===== config.mk =====
export PLATFORM = sky130hd
export DESIGN_NAME = usr_seq_shifter
export DESIGN_NICKNAME = d
export VERILOG_FILES = /design/src/rtl/usr_seq_shifter.sv
export SDC_FILE = /design/constraint.sdc
export NUM_CORES = 1
export LEC_CHECK = 0
export ABC_AREA = 1
export CORE_UTILIZATION = 32
export DETAILED_ROUTE_END_ITERATION = 8
export GPL_TIMING_DRIVEN = 0
export PLACE_DENSITY = 0.65
export SLEW_MARGIN = 15
export SYNTH_ARGS = -nofsm -noshare
export SYNTH_HDL_FRONTEND = slang
export SYNTH_SLANG_ARGS = --single-unit

===== constraint.sdc =====
create_clock -name clk -period 1.2 [get_ports clk]
set_input_delay 0.18 -clock clk [delete_from_list [all_inputs] [get_ports clk]]
set_output_delay 0.18 -clock clk [all_outputs]
set_load 0.05 [all_outputs]

===== src/rtl/usr_seq_shifter.sv =====
// usr_seq_shifter
//
// WIDTH-bit universal shift register with a built-in step sequencer. One
// start strobe issues a whole multi-position shift or rotate; the register
// then moves one bit position per clock until the command completes.
//
// State table:
//   state | meaning
//   IDLE  | waiting for start; single-edge ops and the first step happen here
//   BUSY  | multi-step command running, one step per edge
//
// Ports:
//   clk         rising-edge clock
//   reset       asynchronous active-high reset, clears all state
//   start       command strobe, accepted only in IDLE
//   mode        operation (latched on accept)
//                 000 hold, 001 SLL, 010 SRL, 011 load, 100 ROL, 101 ROR,
//                 110 ASR, 111 reserved (hold)
//   amount      number of 1-bit steps (latched on accept)
//   abort       synchronous cancel of a running command
//   d           parallel load data
//   ser_in_lsb  fill bit entering q[0] on SLL
//   ser_in_msb  fill bit entering q[WIDTH-1] on SRL
//   q           register contents
//   busy        command in progress (registered)
//   done        one-cycle completion pulse (registered)
//   sout_msb    q[WIDTH-1]
//   sout_lsb    q[0]

module usr_seq_shifter #(
    parameter int WIDTH = 8,
    parameter int CNT_W = 4
) (
    input  logic             clk,
    input  logic             reset,
    input  logic             start,
    input  logic [2:0]       mode,
    input  logic [CNT_W-1:0] amount,
    input  logic             abort,
    input  logic [WIDTH-1:0] d,
    input  logic             ser_in_lsb,
    input  logic             ser_in_msb,
    output logic [WIDTH-1:0] q,
    output logic             busy,
    output logic             done,
    output logic             sout_msb,
    output logic             sout_lsb
);

    typedef enum logic {
        IDLE = 1'b0,
        BUSY = 1'b1
    } state_t;

    localparam logic [2:0] M_HOLD = 3'b000;
    localparam logic [2:0] M_SLL  = 3'b001;
    localparam logic [2:0] M_SRL  = 3'b010;
    localparam logic [2:0] M_LOAD = 3'b011;
    localparam logic [2:0] M_ROL  = 3'b100;
    localparam logic [2:0] M_ROR  = 3'b101;
    localparam logic [2:0] M_ASR  = 3'b110;

    state_t           state_q, state_d;
    logic [WIDTH-1:0] q_q, q_d;
    logic [2:0]       mode_q, mode_d;
    logic [CNT_W-1:0] cnt_q, cnt_d;
    logic             busy_q, busy_d;
    logic             done_q, done_d;

    // One bit-position move of the register for the given mode. Fill bits
    // come straight from the pins so they are sampled on every step edge.
    function automatic logic [WIDTH-1:0] step_once(
        input logic [2:0]       m,
        input logic [WIDTH-1:0] v,
        input logic             fill_lsb,
        input logic             fill_msb
    );
        case (m)
            M_SLL:   step_once = {v[WIDTH-2:0], fill_lsb};
            M_SRL:   step_once = {fill_msb, v[WIDTH-1:1]};
            M_ROL:   step_once = {v[WIDTH-2:0], v[WIDTH-1]};
            M_ROR:   step_once = {v[0], v[WIDTH-1:1]};
            M_ASR:   step_once = {v[WIDTH-1], v[WIDTH-1:1]};
            default: step_once = v;
        endcase
    endfunction

    function automatic logic is_step_mode(input logic [2:0] m);
        case (m)
            M_SLL, M_SRL, M_ROL, M_ROR, M_ASR: is_step_mode = 1'b1;
            default:                           is_step_mode = 1'b0;
        endcase
    endfunction

    always_comb begin
        state_d = state_q;
        q_d     = q_q;
        mode_d  = mode_q;
        cnt_d   = cnt_q;
        busy_d  = busy_q;
        done_d  = 1'b0;

        case (state_q)
            IDLE: begin
                if (start && !abort) begin
                    mode_d = mode;
                    if (mode == M_LOAD) begin
                        q_d    = d;
                        done_d = 1'b1;
                    end else if (!is_step_mode(mode) || (amount == '0)) begin
                        done_d = 1'b1;
                    end else begin
                        // The accept edge already applies the first step.
                        q_d = step_once(mode, q_q, ser_in_lsb, ser_in_msb);
                        if (amount == CNT_W'(1)) begin
                            done_d = 1'b1;
                        end else begin
                            // Counter holds the number of steps still to apply.
                            cnt_d   = amount - CNT_W'(1);
                            state_d = BUSY;
                            busy_d  = 1'b1;
                        end
                    end
                end
            end

            BUSY: begin
                if (abort) begin
                    state_d = IDLE;
                    busy_d  = 1'b0;
                    cnt_d   = '0;
                end else begin
                    q_d   = step_once(mode_q, q_q, ser_in_lsb, ser_in_msb);
                    cnt_d = cnt_q - CNT_W'(1);
                    if (cnt_q == CNT_W'(1)) begin
                        state_d = IDLE;
                        busy_d  = 1'b0;
                        done_d  = 1'b1;
                    end
                end
            end

            default: begin
                state_d = IDLE;
                busy_d  = 1'b0;
            end
        endcase
    end

    always_ff @(posedge clk or posedge reset) begin
        if (reset) begin
            state_q <= IDLE;
            q_q     <= '0;
            mode_q  <= M_HOLD;
            cnt_q   <= '0;
            busy_q  <= 1'b0;
            done_q  <= 1'b0;
        end else begin
            state_q <= state_d;
            q_q     <= q_d;
            mode_q  <= mode_d;
            cnt_q   <= cnt_d;
            busy_q  <= busy_d;
            done_q  <= done_d;
        end
    end

    assign q        = q_q;
    assign busy     = busy_q;
    assign done     = done_q;
    assign sout_msb = q_q[WIDTH-1];
    assign sout_lsb = q_q[0];

endmodule

==> impl_metrics.json <==
{
  "synth_seq_cells": 18,
  "hp-class": "in -> reg",
  "cts_made_buffers": 3,
  "synth_area_leaders": "dfrtp_1 (30%), nand2_1 (20%), nand3_1 (14%)",
  "antenna_found_initial": 0,
  "cts_tree": "done",
  "leakagePower_nw": 1.17,
  "ys_warn_count": 0,
  "syn_area_mm2": 0.00149,
  "yosysSeqAreaShare": 0.302,
  "required_ps": 1400,
  "yosys.area.top_type_share": 0.302,
  "slew_violations": 0,
  "postCtsHoldBufs": 0,
  "layout_min_cycle_time_ps": 1380,
  "ant_nets": 0,
  "routedWlPerCell_um": 13.3,
  "die_area_mm2": 0.00494,
  "fin_crit_sh": 1.15,
  "synthCells": 230,
  "htreeDepth": 1,
  "grt_overflow": 0,
  "finalWeightedCongestion": 0.852,
  "grt_usage": 0.180,
  "powerDensity_mw_per_mm2": 1830,
  "yosys.cell_types.count": 25,
  "cts_max_path_buffers": 2,
  "wl_met3_um": 255,
  "dp_hpwl_um": 2850,
  "maxCapViolations": 0,
  "cp.arrival_ps": 1580,
  "layout-drive-gt1-share": 0.352,
  "grt_pass1_wl_um": 7150,
  "die_h_um": 70.3,
  "clkSlewWorstSetupHoldPaths_ps": 80,
  "grt_start_max_net_pins": 19,
  "slew_headroom": 0.516,
  "synth_area_per_cell_um2": 6.48,
  "die_x_um": 70.3,
  "rsz0062_at_grt": "yes",
  "yosysTopAreaCell": "dfrtp_1",
  "fmaxAchievable_mhz": 725,
  "area_growth_pct": 54.9,
  "setup-violations-final": 9,
  "worstMarginPinSlew_ps": 724,
  "drt-pass1-iter-count": 6,
  "worstSetupStartpointType": "flip-flop",
  "timing.setup.tns_ps": -779,
  "cts.sinks": 18,
  "final_hold_viol_count": 0,
  "instances_no_fill": 336,
  "row_count": 24,
  "first_iter_violations": 165,
  "start_util": 0.338,
  "top_layer": "met4",
  "clock_skew_ps": 7.46,
  "placed_cells": 314,
  "setup_slack_ps": -180,
  "fin_nets": 310,
  "vias_per_cell": 5.14,
  "core_mm2": 0.00441,
  "wl_met1_um": 1900,
  "clk_latency_ps": 260,
  "vdd_ir_drop_max_mv": 0.688,
  "ios": 33,
  "num_vias": 1728,
  "root_buffer": "clkbuf_8",
  "crit_fanout": 6,
  "io_buffer_count": 32,
  "endpoint_kind": "flip-flop",
  "routed-wl-met2_um": 2260,
  "first_global_vias": 1581,
  "violations": "setup timing",
  "drcViolationCount": 0,
  "status": "finished, violations left",
  "crit_type": "reg -> reg",
  "antenna_cells": 0,
  "routed_wl_um": 4480,
  "synth_nets": 255
}
==> report_power, final <==
| part | total, mW | switching (mW) | internal [mW] |
|---|---|---|---|
| logic | 2.64 | 1.70 | 0.944 |
| registers | 1.05 | 0.219 | 0.830 |
| clock network | 0.527 | 0.234 | 0.292 |
==> cells in the mapped netlist <==
library cell,n
o211ai_1,3
nor3_2,1
nand3b_1,1
nor3b_1,1
buf_4,3
o21ai_0,10
nand3_2,1
nand4_1,2
clkbuf_8,2
o21ai_1,4
nand2_2,1
nor2_4,2
dfrtp_1,18
nand2_1,78
and3_1,1
nand3_4,1
nand3_1,43
clkinv_4,1
inv_1,29
nand2_4,3
ha_1,4
a21oi_1,4
o22ai_1,2
inv_2,1
nor2_1,14
==> kinds of logic after synthesis <==
logic type | after synthesis | share of synthesized area
adder cells (fa/ha/maj) | 4 | 0.0336
AO/OA/AOI/OAI | 23 | 0.0839
AND/OR/NAND/NOR | 149 | 0.466
flip-flops | 18 | 0.302
buffers and inverters | 36 | 0.115
==> routing by layer <==
metal / vias to the layer above / track usage
met2: 57 / 0.294
met5: - / 0
met4: 0 / 0.0533
met3: 9 / 0.0289
met1: 803 / 0.242
li1: 859 / -
==> final timing paths <==
check                                 startpoint               endpoint  slack (ps)  depth (start not counted)
min                                      mode[0]  mode_q[0]$_DFFE_PP0P_         260                          3
min in group asynchronous                  reset       q[3]$_DFFE_PP0P_         330                          2
max                        mode_q[0]$_DFFE_PP0P_       q[7]$_DFFE_PP0P_        -180                          8
min reg2reg                     q[2]$_DFFE_PP0P_       q[2]$_DFFE_PP0P_         520                          2
max in group asynchronous                  reset  mode_q[0]$_DFFE_PP0P_         360                          2
max reg2reg                mode_q[0]$_DFFE_PP0P_       q[7]$_DFFE_PP0P_        -180                          8
==> metrics by stage <==
step | utilization | cell area [um2] | setup WS [ps] | hold WS, ps | power (mW)
after detailed placement | 0.428 | 1890 | -581 | 506 | 3.29
after global placement | 0.428 | 1890 | -591 | 499 | 3.27
after floorplan | - | 1500 | 3.22 | 118 | 2.63
final | 0.523 | 2310 | -180 | 264 | 4.22
after global routing | 0.523 | 2310 | -246 | 294 | 4.50
after CTS | 0.490 | 2160 | -90.6 | 373 | 3.98
==> registers in the layout (all words and copies together) (netlist names) <==
| register | count |
|---|---|
| q | 8 |
| cnt_q | 4 |
| mode_q | 3 |
| busy | 1 |
| done | 1 |
| state_q | 1 |
==> area by class of cell <==
cell class	count	area, um2
Fill cell	422	2100
Multi-Input combinational cell	176	1100
Sequential cell	18	454
Timing Repair Buffer	50	433
Inverter	31	131
Buffer	5	70.1
Tap cell	52	65.1
Clock buffer	4	55.1
==> placed cells by master (no fill, tap or decap), types with 4 or more instances in the layout <==
cell / Yosys / layout
nand2_1: 78 / 65
nand3_1: 43 / 31
inv_1: 29 / 23
dfrtp_1: 18 / 15
buf_4: 3 / 14
clkdlybuf4s50_1: 0 / 13
nand3_2: 1 / 10
nor2_1: 14 / 10
nand2_2: 1 / 9
buf_2: 0 / 8
nand2_4: 3 / 7
inv_2: 1 / 6
o21ai_1: 4 / 6
o21ai_0: 10 / 6
buf_6: 0 / 6
nor2_4: 2 / 5
nand3_4: 1 / 4
clkbuf_8: 2 / 4
clkbuf_2: 0 / 4
==> critical path: stages (launching register included) <==
cell	delay (ps)
dfrtp_2	450
inv_2	80
nand2_2	70
buf_8	150
o211ai_1	180
nand2_1	110
nor2_1	150
nand2_1	70
nand2_1	60
==> repair_timing <==
item,4_1_cts,5_1_grt
gates cloned,0,1
setup buffers,13,4
resized for setup,102,44
pin swaps,17,25
setup endpoints to repair,27,23
No activity file was read; power rests on OpenSTA's default activity.
